File: config.mk
export PLATFORM = sky130hd
export DESIGN_NAME = wb_pwm_led_flat
export DESIGN_NICKNAME = d
export VERILOG_FILES = /design/src/rtl/wb_pwm_led_if.sv /design/src/rtl/wb_pwm_led.sv /design/src/flat_wrapper.sv
export SDC_FILE = /design/constraint.sdc
export NUM_CORES = 1
export LEC_CHECK = 0
export CAP_MARGIN = 30
export CORE_MARGIN = 2
export CORE_UTILIZATION = 40
export DETAILED_ROUTE_END_ITERATION = 8
export PLACE_DENSITY = 0.71
export SLEW_MARGIN = 20
export SYNTH_ARGS = -nofsm -noshare
export SYNTH_HDL_FRONTEND = slang
export SYNTH_SLANG_ARGS = --single-unit
export TNS_END_PERCENT = 30
File: constraint.sdc
create_clock -name clk_i -period 2.67 [get_ports clk_i]
set_input_delay 0.267 -clock clk_i [delete_from_list [all_inputs] [get_ports clk_i]]
set_output_delay 0.267 -clock clk_i [all_outputs]
set_load 0.01 [all_outputs]
File: src/rtl/wb_pwm_led_if.sv
// Wishbone slave bus bundle for wb_pwm_led.
// Signals: wb_stb_i strobe, wb_we_i write enable, wb_adr_i word index,
//          wb_dat_i write data, wb_dat_o read data, wb_ack_o one-cycle acknowledge.
// Signal names keep the slave-side _i/_o suffixes so they match the peripheral's pinout.
interface wb_pwm_led_if;
    logic        wb_stb_i;
    logic        wb_we_i;
    logic [3:0]  wb_adr_i;
    logic [31:0] wb_dat_i;
    logic [31:0] wb_dat_o;
    logic        wb_ack_o;

    modport master (
        output wb_stb_i,
        output wb_we_i,
        output wb_adr_i,
        output wb_dat_i,
        input  wb_dat_o,
        input  wb_ack_o
    );

    modport slave (
        input  wb_stb_i,
        input  wb_we_i,
        input  wb_adr_i,
        input  wb_dat_i,
        output wb_dat_o,
        output wb_ack_o
    );
endinterface

File: src/rtl/wb_pwm_led.sv
// Wishbone-slave PWM LED driver with CHANNELS outputs of PWM_W-bit duty resolution.
// A 16-bit prescaler produces PWM ticks; a PWM_W-bit period counter runs 0..2**PWM_W-2.
// Live duties only change at period ends (glitch-free), either jumping to the target or,
// in fade mode, stepping one LSB toward it every FADEDIV+1 periods.
// Ports:
//   clk_i  system clock
//   rst_i  synchronous reset, active high
//   wb     Wishbone slave bundle (strobe, we, address, data in/out, ack)
//   pwm_o  registered PWM outputs, 1 = LED on
// Register map (word index): 0 CTRL {FADE,EN}, 1 PRESC, 2 FADEDIV,
//   4+n TARGET n (write target, read live duty). Other indices read 0, still acked.
module wb_pwm_led #(
    parameter int unsigned CHANNELS = 3,
    parameter int unsigned PWM_W    = 8
) (
    input  logic                clk_i,
    input  logic                rst_i,
    wb_pwm_led_if.slave         wb,
    output logic [CHANNELS-1:0] pwm_o
);
    localparam int unsigned DIV_W = 16;
    localparam logic [3:0]  ADR_CTRL    = 4'h0;
    localparam logic [3:0]  ADR_PRESC   = 4'h1;
    localparam logic [3:0]  ADR_FADEDIV = 4'h2;

    typedef logic [PWM_W-1:0] duty_t;

    // Last counter value of a period: 2**PWM_W-2, giving 2**PWM_W-1 ticks per period.
    localparam duty_t CNT_LAST = duty_t'((1 << PWM_W) - 2);

    logic                     ack_q, ack_d;
    logic [31:0]              dat_q, dat_d;
    logic                     en_q, en_d;
    logic                     fade_q, fade_d;
    logic [DIV_W-1:0]         presc_q, presc_d;
    logic [DIV_W-1:0]         fadediv_q, fadediv_d;
    logic [DIV_W-1:0]         pre_q, pre_d;
    logic [DIV_W-1:0]         fcnt_q, fcnt_d;
    duty_t                    cnt_q, cnt_d;
    duty_t [CHANNELS-1:0]     target_q, target_d;
    duty_t [CHANNELS-1:0]     live_q, live_d;
    logic [CHANNELS-1:0]      pwm_q, pwm_d;

    logic                     access;
    logic                     tick;
    logic                     period_end;
    logic                     fade_step;
    logic [31:0]              rd_val;
    logic                     unused_dat;

    // A strobe is taken only when no ack is outstanding, so back-to-back strobes ack every other cycle.
    assign access     = wb.wb_stb_i && !ack_q;
    assign tick       = en_q && (pre_q == presc_q);
    assign period_end = tick && (cnt_q == CNT_LAST);
    assign fade_step  = period_end && fade_q && (fcnt_q == fadediv_q);
    assign unused_dat = ^wb.wb_dat_i[31:DIV_W];

    // Read data mux; TARGET slots return the live duty.
    always_comb begin
        rd_val = '0;
        case (wb.wb_adr_i)
            ADR_CTRL:    rd_val = {30'd0, fade_q, en_q};
            ADR_PRESC:   rd_val = {16'd0, presc_q};
            ADR_FADEDIV: rd_val = {16'd0, fadediv_q};
            default: begin
                for (int unsigned n = 0; n < CHANNELS; n++) begin
                    if (wb.wb_adr_i == 4'(4 + n)) begin
                        rd_val = 32'(live_q[n]);
                    end
                end
            end
        endcase
    end

    // Next-state logic for bus, timebase, duty updates and register writes.
    always_comb begin
        ack_d     = access;
        dat_d     = '0;
        en_d      = en_q;
        fade_d    = fade_q;
        presc_d   = presc_q;
        fadediv_d = fadediv_q;
        pre_d     = pre_q;
        fcnt_d    = fcnt_q;
        cnt_d     = cnt_q;
        target_d  = target_q;
        live_d    = live_q;
        pwm_d     = '0;

        if (access && !wb.wb_we_i) begin
            dat_d = rd_val;
        end

        // Prescaler: free 16-bit count, so a PRESC below the current count wraps through 0xFFFF.
        if (!en_q || tick) begin
            pre_d = '0;
        end else begin
            pre_d = pre_q + 16'd1;
        end

        if (!en_q) begin
            cnt_d = '0;
        end else if (tick) begin
            cnt_d = (cnt_q == CNT_LAST) ? '0 : cnt_q + duty_t'(1);
        end

        // Fade counter counts period ends and idles at 0 unless fading while enabled.
        if (!en_q || !fade_q) begin
            fcnt_d = '0;
        end else if (period_end) begin
            fcnt_d = (fcnt_q == fadediv_q) ? '0 : fcnt_q + 16'd1;
        end

        for (int unsigned n = 0; n < CHANNELS; n++) begin
            pwm_d[n] = en_q && (cnt_q < live_q[n]);
            if (period_end && !fade_q) begin
                live_d[n] = target_q[n];
            end else if (fade_step) begin
                if (live_q[n] < target_q[n]) begin
                    live_d[n] = live_q[n] + duty_t'(1);
                end else if (live_q[n] > target_q[n]) begin
                    live_d[n] = live_q[n] - duty_t'(1);
                end
            end
        end

        // Register writes land on the same edge that raises ack; a target written at a
        // period end is picked up only at the following one.
        if (access && wb.wb_we_i) begin
            case (wb.wb_adr_i)
                ADR_CTRL: begin
                    en_d   = wb.wb_dat_i[0];
                    fade_d = wb.wb_dat_i[1];
                end
                ADR_PRESC:   presc_d   = wb.wb_dat_i[DIV_W-1:0];
                ADR_FADEDIV: fadediv_d = wb.wb_dat_i[DIV_W-1:0];
                default: begin
                    for (int unsigned n = 0; n < CHANNELS; n++) begin
                        if (wb.wb_adr_i == 4'(4 + n)) begin
                            target_d[n] = wb.wb_dat_i[PWM_W-1:0];
                        end
                    end
                end
            endcase
        end
    end

    // State registers.
    always_ff @(posedge clk_i) begin
        if (rst_i) begin
            ack_q     <= 1'b0;
            dat_q     <= '0;
            en_q      <= 1'b0;
            fade_q    <= 1'b0;
            presc_q   <= '0;
            fadediv_q <= '0;
            pre_q     <= '0;
            fcnt_q    <= '0;
            cnt_q     <= '0;
            target_q  <= '0;
            live_q    <= '0;
            pwm_q     <= '0;
        end else begin
            ack_q     <= ack_d;
            dat_q     <= dat_d;
            en_q      <= en_d;
            fade_q    <= fade_d;
            presc_q   <= presc_d;
            fadediv_q <= fadediv_d;
            pre_q     <= pre_d;
            fcnt_q    <= fcnt_d;
            cnt_q     <= cnt_d;
            target_q  <= target_d;
            live_q    <= live_d;
            pwm_q     <= pwm_d;
        end
    end

    assign wb.wb_ack_o = ack_q;
    assign wb.wb_dat_o = dat_q;
    assign pwm_o       = pwm_q;
endmodule

File: src/flat_wrapper.sv
// flat-port wrapper written by rule: the top's interface ports become plain ports
module wb_pwm_led_flat 
#(
    parameter int unsigned CHANNELS = 3,
    parameter int unsigned PWM_W    = 8
)
  (clk_i, rst_i, pwm_o, wb_wb_stb_i, wb_wb_we_i, wb_wb_adr_i, wb_wb_dat_i, wb_wb_dat_o, wb_wb_ack_o);
  wb_pwm_led_if wb_i ();
  input  logic clk_i;
  input  logic rst_i;
  output logic [CHANNELS-1:0] pwm_o;
  input wire logic [$bits(wb_i.wb_stb_i)-1:0] wb_wb_stb_i;
  input wire logic [$bits(wb_i.wb_we_i)-1:0] wb_wb_we_i;
  input wire logic [$bits(wb_i.wb_adr_i)-1:0] wb_wb_adr_i;
  input wire logic [$bits(wb_i.wb_dat_i)-1:0] wb_wb_dat_i;
  output wire logic [$bits(wb_i.wb_dat_o)-1:0] wb_wb_dat_o;
  output wire logic [$bits(wb_i.wb_ack_o)-1:0] wb_wb_ack_o;
  assign wb_i.wb_stb_i = wb_wb_stb_i;
  assign wb_i.wb_we_i = wb_wb_we_i;
  assign wb_i.wb_adr_i = wb_wb_adr_i;
  assign wb_i.wb_dat_i = wb_wb_dat_i;
  assign wb_wb_dat_o = wb_i.wb_dat_o;
  assign wb_wb_ack_o = wb_i.wb_ack_o;
  wb_pwm_led #(.CHANNELS(CHANNELS), .PWM_W(PWM_W)) u_core (.clk_i(clk_i), .rst_i(rst_i), .wb(wb_i), .pwm_o(pwm_o));
endmodule
Word level (Yosys, flattened, before mapping)
Cells that the tools add are included.
Cells by class
  $add $sub $neg: 9
  $lt $le $gt $ge: 9
  equal/unequal tests: 8
  muxes and demuxes: 18
  bitwise logic cells: 3
  reductions and logical operators: 36
Operator list (number)
  8-bit 2-to-1 mux: 16
  32-bit one-hot mux with 3 select lines: 1
  8-bit less-than comparator: 6
  16-bit by 1-bit adder with 16-bit output (second input constant): 2
  8-bit by 1-bit adder with 8-bit output (second input constant): 4
  16-bit == test: 2
  8-bit greater-than comparator: 3
  8-bit by 1-bit subtractor with 8-bit output (second input constant): 3
  16-bit 2-to-1 mux: 1
  4-bit by 3-bit == test with 1-bit output (second input constant): 3
  2-bit AND reduction: 6
  1-bit logical AND: 11
  3-bit AND reduction: 3
  3-bit nonzero test: 3
  8-bit == test (second input constant): 1
  2-bit OR reduction: 4
  4-bit by 1-bit == test with 1-bit output (second input constant): 1
  4-bit by 2-bit == test with 1-bit output (second input constant): 1
  1-bit zero test: 4
  4-bit zero test: 1
  1-bit NOT: 3
  3-bit OR reduction: 1
  1-bit logical OR: 2
  2-bit nonzero test: 1
Storage, ports and cells
  flip-flop bits (word level): 158
  input bits: 40
  output and inout bits: 36

Depth between registers and ports, before layout
Gate-level depths: netlist of the first run.
  depth after elaboration: 7
  depth in mapped cells: 14

Worst setup path before layout of the first run
OpenSTA, ideal clock, no wires.
  kind: register to register
  start: register u_core.live_q[17] (netlist bit)
  end: register u_core.live_q[23] (netlist bit)
  setup time: 0.070 ns
  arrival time: 2.735 ns
  slack: -0.135 ns
  stages on the path, launching flop included: 14
  path buffers: 0
  clock period less this slack: 2.805 ns
  path through: dfxtp_1 -> ha_1 -> nor2b_1 -> o211ai_1 -> a21oi_1 -> nand2b_1 -> ha_1 -> a21oi_1 -> nor2b_1 -> o31a_1 -> o41ai_1 -> xor2_1 -> nand2_1 -> a21oi_1
On the way
  longest elaborated chain between the ends: 5
  elaborated cells between the ends (all ways): 10
  those cells by class: 2 x add/sub; 2 x order compare; 4 x mux; 2 x reduce/logical
Ends and longest elaborated chain
  start, declared: RTL line wb_pwm_led.sv:41  | duty_t [CHANNELS-1:0] live_q, live_d;
  start signal, assigned: RTL line wb_pwm_led.sv:174  | live_q <= live_d;
  8-bit by 1-bit subtractor with 8-bit output: RTL line wb_pwm_led.sv:122  | live_d[n] = live_q[n] - duty_t'(1);
  8-bit 2-to-1 mux: RTL line wb_pwm_led.sv:121  | end else if (live_q[n] > target_q[n]) begin
  8-bit 2-to-1 mux: RTL line wb_pwm_led.sv:119  | if (live_q[n] < target_q[n]) begin
  8-bit 2-to-1 mux: RTL line wb_pwm_led.sv:118  | end else if (fade_step) begin
  8-bit 2-to-1 mux: RTL line wb_pwm_led.sv:116  | if (period_end && !fade_q) begin
Parallel ways exist; a longest one is shown, timed or not. The select of a mux whose other input is x is not followed.
A chain may end at the register's enable or synchronous reset.

Worst setup path in the final report of the first run
  start: register u_core.target_q[17] (netlist bit)
  end: register u_core.live_q[22] (netlist bit)
On the way
  longest elaborated chain between the ends: 4
  elaborated cells between the ends (all ways): 7
  those cells by class: 2 x order compare; 3 x mux; 2 x reduce/logical
Ends and longest elaborated chain
  start, declared: RTL line wb_pwm_led.sv:40  | duty_t [CHANNELS-1:0] target_q, target_d;
  start signal, assigned: RTL line wb_pwm_led.sv:173  | target_q <= target_d;
  8-bit less-than comparator: RTL line wb_pwm_led.sv:119
  8-bit 2-to-1 mux: RTL line wb_pwm_led.sv:119
  8-bit 2-to-1 mux: RTL line wb_pwm_led.sv:118
  8-bit 2-to-1 mux: RTL line wb_pwm_led.sv:116
Parallel ways exist; a longest one is shown, timed or not. The select of a mux whose other input is x is not followed.

==> impl_metrics.toml, run 1 <==
[detailed_routing]
firstDrtPassIters = 5
routed_wl_um = 22400
drc = 0
via_per_inst = 5.28
wire_per_inst_um = 16.2
drt_iter0_drc = 600
postRouteAntennaNets = 0
vias = 7305

[yosys]
synth_top_area_share_pct = 34.7
postSynthCellCount = 977
seq_area_frac_synth_pct = 34.7
synth_cell_types = 54
synth.cell_area_sq_um = 8190
synth_edf_count = 0
synth-seq-cells = 142
synthTopCellsByCount = "dfxtp_1, nand2_1, nor2_1, a21oi_1, ha_1"
synth_area_leaders = "dfxtp_1, ha_1, xnor2_1"
synth_warnings = 0
yosysMostFrequentCell = "dfxtp_1"
synth_top_area_cell = "dfxtp_1"
ys.flop_type = "dfxtp_1"
async_flop_share_pct = 0
syn_avg_cell_area_sq_um = 8.38

[setup_path]
worstPathRequired_ns = 2.97
path_depth = 15
r2r_cells = 15
cp_max_fo = 4
ff2ff_setup_slack_ns = -0.17
startpoint_type = "flop"
cp_cell_sequence = "inv_2, ha_4, nor2b_4, o211ai_1, a21oi_2, nand2b_4, buf_6, fa_2, a21o_1, a21oi_2, o21bai_1, a21oi_1, xnor2_1, a22oi_1, a21oi_1"
cpMaxStageDelayCell = "dfxtp_2"
critical_path_buf_inv_count = 2
worstSetupEndpointType = "flop"
cp_slowest_stage_delay_ns = 0.35
critical_path_class = "flop to flop"
r2r_end = "u_core.live_q[22]"
path_delay_family = "compound AO/OA/AOI/OAI gates"
worstReg2RegStart = "u_core.target_q[17]"
arrival_ns = 3.14

[cts]
cts_hold_buf = 0
numCtsBuffers = 17
clockBufferDepth = 2
cts.sinks = 142
cts_tree = "done"
clock-root-buffer = "clkbuf_16"
htree_levels = 4
path_clk_slew_ns = 0.07
clock_latency_ns = 0.43

[global_routing]
grt_util_all_layers_pct = 20.9
grt_pass1_wl_um = 36100
grt_max_degree = 34
grt_antenna_before_repair = 0
grt-ovfl-total = 0
grt_pass1_vias = 7074

[finish]
final_nets = 1214
multi_input_area_sq_um = 5270
final_cells = 1384
drive_above_1_share_pct = 18.6
fin_area_sq_um = 10400
fillCellCount = 1856
register_area_sq_um = 2850
synthToLayoutAreaGrowth_pct = 27.3
n_antenna_cell = 0

[min_path]
min_to = "u_core.wb.wb_dat_o[1]"
hp-class = "input port to flop"
whs_path_depth = 4
min_from = "rst_i"

[placement]
place_area_sq_um = 9460
dp.cells = 1347
dpl.hpwl_um = 16100
io_buffers = 43
gp_congestion = 0.870

[sta]
maxSlewViolCount = 0
slew_headroom_pct = 54.3
setup_slack_ns = -0.170
fin_crit_sh_pct = 106
clock.fmax_mhz = 352
period_minus_slack_ns = 2.84
hold_viol = 0
rsz0062_at_grt = "true"
finalSetupViolCount = 4
worst_pin_slew_ns = 0.686
fin_skew_ns = 0.0125

[floorplanning]
io_pins = 76
start_util_pct = 40.6
die-area_sq_um = 21600
rows = 52
core_sq_um = 20200
die_w_um = 147
die_y_um = 147

[outcome]
violations = "setup timing"
status = "complete, but fails checks"

[power]
peakVddDrop_uv = 458
p_leak_nw = 3.91
powerDensity_nw_per_um2 = 466

[run]
drv_cap = 0
## kinds of logic after synthesis
kind of cell,share of synthesized area [%]
mux,5.01
fa+ha+maj,11.4
compound gates,15.0
simple gates,19.8
buf+inv,5.88
other cells,0.0458
xor+xnor,8.13
flops,34.7
## layout make-up
class | instances | share of cell area [%]
flip-flops and latches | 142 | 27.4
clock buffers | 17 | 4.08
inverters | 56 | 2.02
multi-input cells | 745 | 50.5
well taps | 270 | 3.24
repair buffers | 139 | 11.1
clock inverters | 15 | 1.66
## worst max-delay path by stage
stage | startpoint | end | slack, ns
after floorplan | u_core.live_q[1] | u_core.live_q[6] | -0.02
after global placement | u_core.target_q[1] | u_core.live_q[7] | -0.09
after detailed placement | u_core.target_q[1] | u_core.live_q[7] | -0.14
after CTS | u_core.target_q[11] | u_core.live_q[15] | -0.11
after global routing | u_core.target_q[17] | u_core.live_q[22] | -0.30
final | u_core.target_q[17] | u_core.live_q[22] | -0.17
## worst reg2reg max path: cells and delay by family, from the launching register on
family | cells | cell delay [ns]
and+or+nand+nor | 2 | 0.32
buffers and inverters | 2 | 0.18
adders and majority gates | 2 | 0.56
DFF | 1 | 0.35
AOI/OAI and AO/OA | 8 | 1.20
xor gates and xnor gates | 1 | 0.09
## where the power goes
| part | internal (mW) | total (mW) | switching [mW] | leakage, nW |
|---|---|---|---|---|
| registers | 2.12 | 2.13 | 0.00629 | 1.15 |
| logic | 0.120 | 0.282 | 0.162 | 2.46 |
| clock network | 1.41 | 2.45 | 1.04 | 0.295 |
| total | 3.65 | 4.86 | 1.21 | 3.91 |
## through the flow
| step | worst slack, ns | setup TNS, ns | power, mW | utilization, % | hold slack [ns] |
|---|---|---|---|---|---|
| floorplan | -0.0194 | -0.0310 | 2.34 | - | 0.403 |
| global placement | -0.0888 | -0.464 | 2.43 | 46.9 | 0.468 |
| detailed placement | -0.140 | -1.07 | 2.44 | 46.9 | 0.475 |
| CTS | -0.107 | -0.239 | 4.86 | 50.8 | 0.306 |
| global route | -0.303 | -1.35 | 4.99 | 51.7 | 0.322 |
| finish | -0.170 | -0.378 | 4.86 | 51.7 | 0.317 |
## cells in the final DEF, fill, tap and decap left out, types with 5 or more instances in the layout
master | Yosys | routed
a211oi_1 | 10 | 10
a21o_1 | 15 | 15
a21oi_1 | 94 | 83
a21oi_2 | 0 | 11
a22oi_1 | 31 | 31
and3_1 | 8 | 8
buf_4 | 18 | 93
clkbuf_16 | 0 | 17
clkdlybuf4s50_1 | 0 | 42
conb_1 | 1 | 16
dfxtp_1 | 142 | 133
dfxtp_2 | 0 | 9
ha_1 | 70 | 51
ha_4 | 0 | 18
inv_1 | 56 | 51
inv_2 | 0 | 5
inv_6 | 0 | 5
mux2i_1 | 41 | 41
nand2_1 | 117 | 117
nand2b_1 | 17 | 15
nand3_1 | 11 | 11
nand4_1 | 21 | 21
nor2_1 | 106 | 106
nor2b_1 | 10 | 8
nor3_1 | 10 | 10
o211ai_1 | 5 | 5
o21ai_0 | 16 | 15
o22ai_1 | 6 | 6
or2_2 | 6 | 5
or3_1 | 11 | 11
xnor2_1 | 55 | 55
xor2_1 | 21 | 21
## layer usage
| metal | vias up | wire length, um | track usage (%) |
|---|---|---|---|
| met5 | - | 0 | 0 |
| met4 | 0 | 450 | 6.92 |
| met3 | 32 | 1030 | 3.98 |
| met2 | 193 | 10800 | 34.9 |
| met1 | 3494 | 10100 | 27.2 |
| li1 | 3586 | - | - |
## flip-flops by register name, indices dropped and copies added, names as in the netlist
signal              flops
u_core.fadediv_q       16
u_core.live_q          24
u_core.cnt_q            8
u_core.en_q             1
u_core.pre_q           16
u_core.target_q        24
u_core.wb.wb_dat_o     16
u_core.wb.wb_ack_o      1
u_core.fcnt_q          16
u_core.presc_q         16
u_core.fade_q           1
u_core.pwm_o            3
## timing repair
action	CTS	global route
setup buffers	2	3
pin swaps	28	30
setup endpoints to repair	16	17
resized for setup	31	25
(Power assumes the default switching activity.)
==> run 2: changes to the inputs <==
--- a/config.mk
+++ b/config.mk
@@ -5,7 +5,6 @@
 export SDC_FILE = /design/constraint.sdc
 export NUM_CORES = 1
 export LEC_CHECK = 0
-export CAP_MARGIN = 30
 export CORE_MARGIN = 2
 export CORE_UTILIZATION = 40
 export DETAILED_ROUTE_END_ITERATION = 8
==> results of run 2 <==
The final DEF is identical to that of run 1; final timing and power are the same.
==> run 3: changes to the inputs <==
--- a/config.mk
+++ b/config.mk
@@ -5,8 +5,10 @@
 export SDC_FILE = /design/constraint.sdc
 export NUM_CORES = 1
 export LEC_CHECK = 0
+export ABC_CLOCK_PERIOD_IN_PS = 2670
 export CORE_MARGIN = 2
 export CORE_UTILIZATION = 40
+export CTS_BUF_LIST = sky130_fd_sc_hd__clkbuf_4 sky130_fd_sc_hd__clkbuf_8
 export DETAILED_ROUTE_END_ITERATION = 8
 export PLACE_DENSITY = 0.71
 export SLEW_MARGIN = 20
==> run 3 against run 2 <==
The flow now finishes without violations. First-iteration DRC count grew 1.8%. Sequential power is essentially flat. Critical path depth shrank 1. Clock skew grew 0.0037 ns. Non-clock buffer count shrank 1. Clock power shrank 26%. Wire length shrank 2.1%. Critical path type unchanged. Largest power group is now registers. Highest routed layer unchanged.
==> impl_metrics.toml, run 3 (same netlist as run 1, synthesis figures left out) <==
[setup_path]
worstPathRequired_ns = 3.07
startpoint_type = "flop"
cp_max_fo = 4
ff2ff_setup_slack_ns = 0.007
arrival_ns = 3.07
r2r_cells = 14
r2r_end = "u_core.live_q[15]"
worstSetupEndpointType = "flop"
critical_path_class = "flop to flop"
worstReg2RegStart = "u_core.target_q[11]"

[cts]
path_clk_slew_ns = 0.09
cts_hold_buf = 0
cts_tree = "done"
cts.sinks = 142
clockBufferDepth = 2
clock-root-buffer = "clkbuf_8"
clock_latency_ns = 0.47
htree_levels = 4
numCtsBuffers = 17

[sta]
fin_skew_ns = 0.0161
finalSetupViolCount = 0
worst_pin_slew_ns = 0.707
setup_slack_ns = 0.00714
rsz0062_at_grt = "true"
clock.fmax_mhz = 376
slew_headroom_pct = 52.9
maxSlewViolCount = 0
fin_crit_sh_pct = 99.7
period_minus_slack_ns = 2.66
hold_viol = 0

[placement]
place_ws_ns = -0.140
dpl.hpwl_um = 16100
gp_congestion = 0.870
io_buffers = 43

[detailed_routing]
drc = 0
wire_per_inst_um = 15.8
drt_iter0_drc = 611
firstDrtPassIters = 5
routed_wl_um = 21900
via_per_inst = 5.24
postRouteAntennaNets = 0
vias = 7245

[power]
p_leak_nw = 3.82
power.share.clock_pct = 43.0
p_sw_mw = 1.12
peakVddDrop_uv = 316
internal_power_mw = 3.10
combinationalPowerShare_pct = 6.6
switching_share_pct = 26.5
powerDensity_nw_per_um2 = 412
seqPwrFrac_pct = 50.4

[global_routing]
grt_pass1_wl_um = 35600
grt_pass1_vias = 7055
grt_util_all_layers_pct = 20.6
grt_max_degree = 34
grt_antenna_before_repair = 0
grt-ovfl-total = 0

[floorplanning]
die_y_um = 147
die-area_sq_um = 21600
core_sq_um = 20200
die_w_um = 147
rows = 52
io_pins = 76
start_util_pct = 40.6

[run]
drv_cap = 0

[min_path]
min_from = "rst_i"
whs_path_depth = 4
min_to = "u_core.wb.wb_dat_o[1]"
hp-class = "input port to flop"

[finish]
top_regs = "u_core.live_q: 24 flops, u_core.target_q: 24 flops"
drive_above_1_share_pct = 18.9
fin_util_pct = 50.8
final_cell_mix = "dfxtp_1, nand2_1, nor2_1"
n_antenna_cell = 0
final_common_cell = "dfxtp_1"
synthToLayoutAreaGrowth_pct = 25.2
final_nets = 1213

[outcome]
status = "completed"
## run 3: cell count changes in the layout (fill, tap and decap cells not counted), moves of 2 or more
| cell | before | now |
|---|---|---|
| a21oi_1 | 83 | 81 |
| a21oi_4 | 0 | 2 |
| clkbuf_16 | 17 | 0 |
| clkbuf_8 | 0 | 17 |
## run 3: worst max-delay path by stage
stage | cells after the start | start | end
finish | 14 | u_core.target_q[11] | u_core.live_q[15]
global route | 15 | u_core.target_q[11] | u_core.live_q[15]
floorplan | 13 | u_core.live_q[1] | u_core.live_q[6]
global placement | 14 | u_core.target_q[1] | u_core.live_q[7]
detailed placement | 14 | u_core.target_q[1] | u_core.live_q[7]
CTS | 14 | u_core.target_q[10] | u_core.live_q[15]
## run 3: metrics by stage
step / setup TNS, ns / area [sq um] / hold WS, ns / std cells / power, mW
6_report: 0 / 10300 / 0.266 / 1383 / 4.22
3_3_place_gp: -0.464 / 9460 / 0.468 / 1347 / 2.43
5_1_grt: -0.840 / 10300 / 0.264 / 1383 / 4.36
4_1_cts: -0.261 / 10100 / 0.255 / 1380 / 4.24
3_5_place_dp: -1.07 / 9460 / 0.475 / 1347 / 2.44
2_1_floorplan: -0.0310 / 8280 / 0.403 / 992 / 2.34
## run 3: final cells by class
type / count / area (sq um)
clock buffer: 17 / 234
clock inverter: 15 / 173
fill: 1868 / 9920
inverter: 56 / 210
multi-input combinational: 745 / 5300
sequential: 142 / 2860
tap: 270 / 338
timing repair buffer: 138 / 1150
## run 3: power by group through the flow
stage	clock [mW]	combinational (mW)	sequential (mW)
finish	1.82	0.279	2.13
global route	1.93	0.302	2.13
global placement	0	0.255	2.18
floorplan	0	0.159	2.18
detailed placement	0	0.257	2.18
CTS	1.84	0.269	2.13
## run 3: repair_timing
action / in CTS / in global routing
pin swaps: 25 / 27
setup endpoints to repair: 16 / 16
gates resized for setup: 37 / 24
endpoints found under the hold margin: 0 / 0
setup buffers: 1 / 3
## run 3: critical path: stages, from the launching register on
cell,delay [ns]
dfxtp_2,0.34
inv_2,0.04
ha_4,0.21
a21oi_2,0.15
inv_2,0.06
o21ba_4,0.19
or2_4,0.29
ha_4,0.23
a21oi_4,0.11
nor2b_2,0.06
o31a_1,0.27
o41ai_2,0.26
xor2_1,0.19
nand2_1,0.08
a21oi_2,0.12
## run 3: metal layers
layer | vias to the layer above | track usage (%) | routed length [um]
li1 | 3582 | - | -
met4 | 0 | 6.25 | 403
met3 | 28 | 4.10 | 1140
met1 | 3426 | 27.1 | 10100
met5 | - | 0 | 0
met2 | 209 | 34.2 | 10300
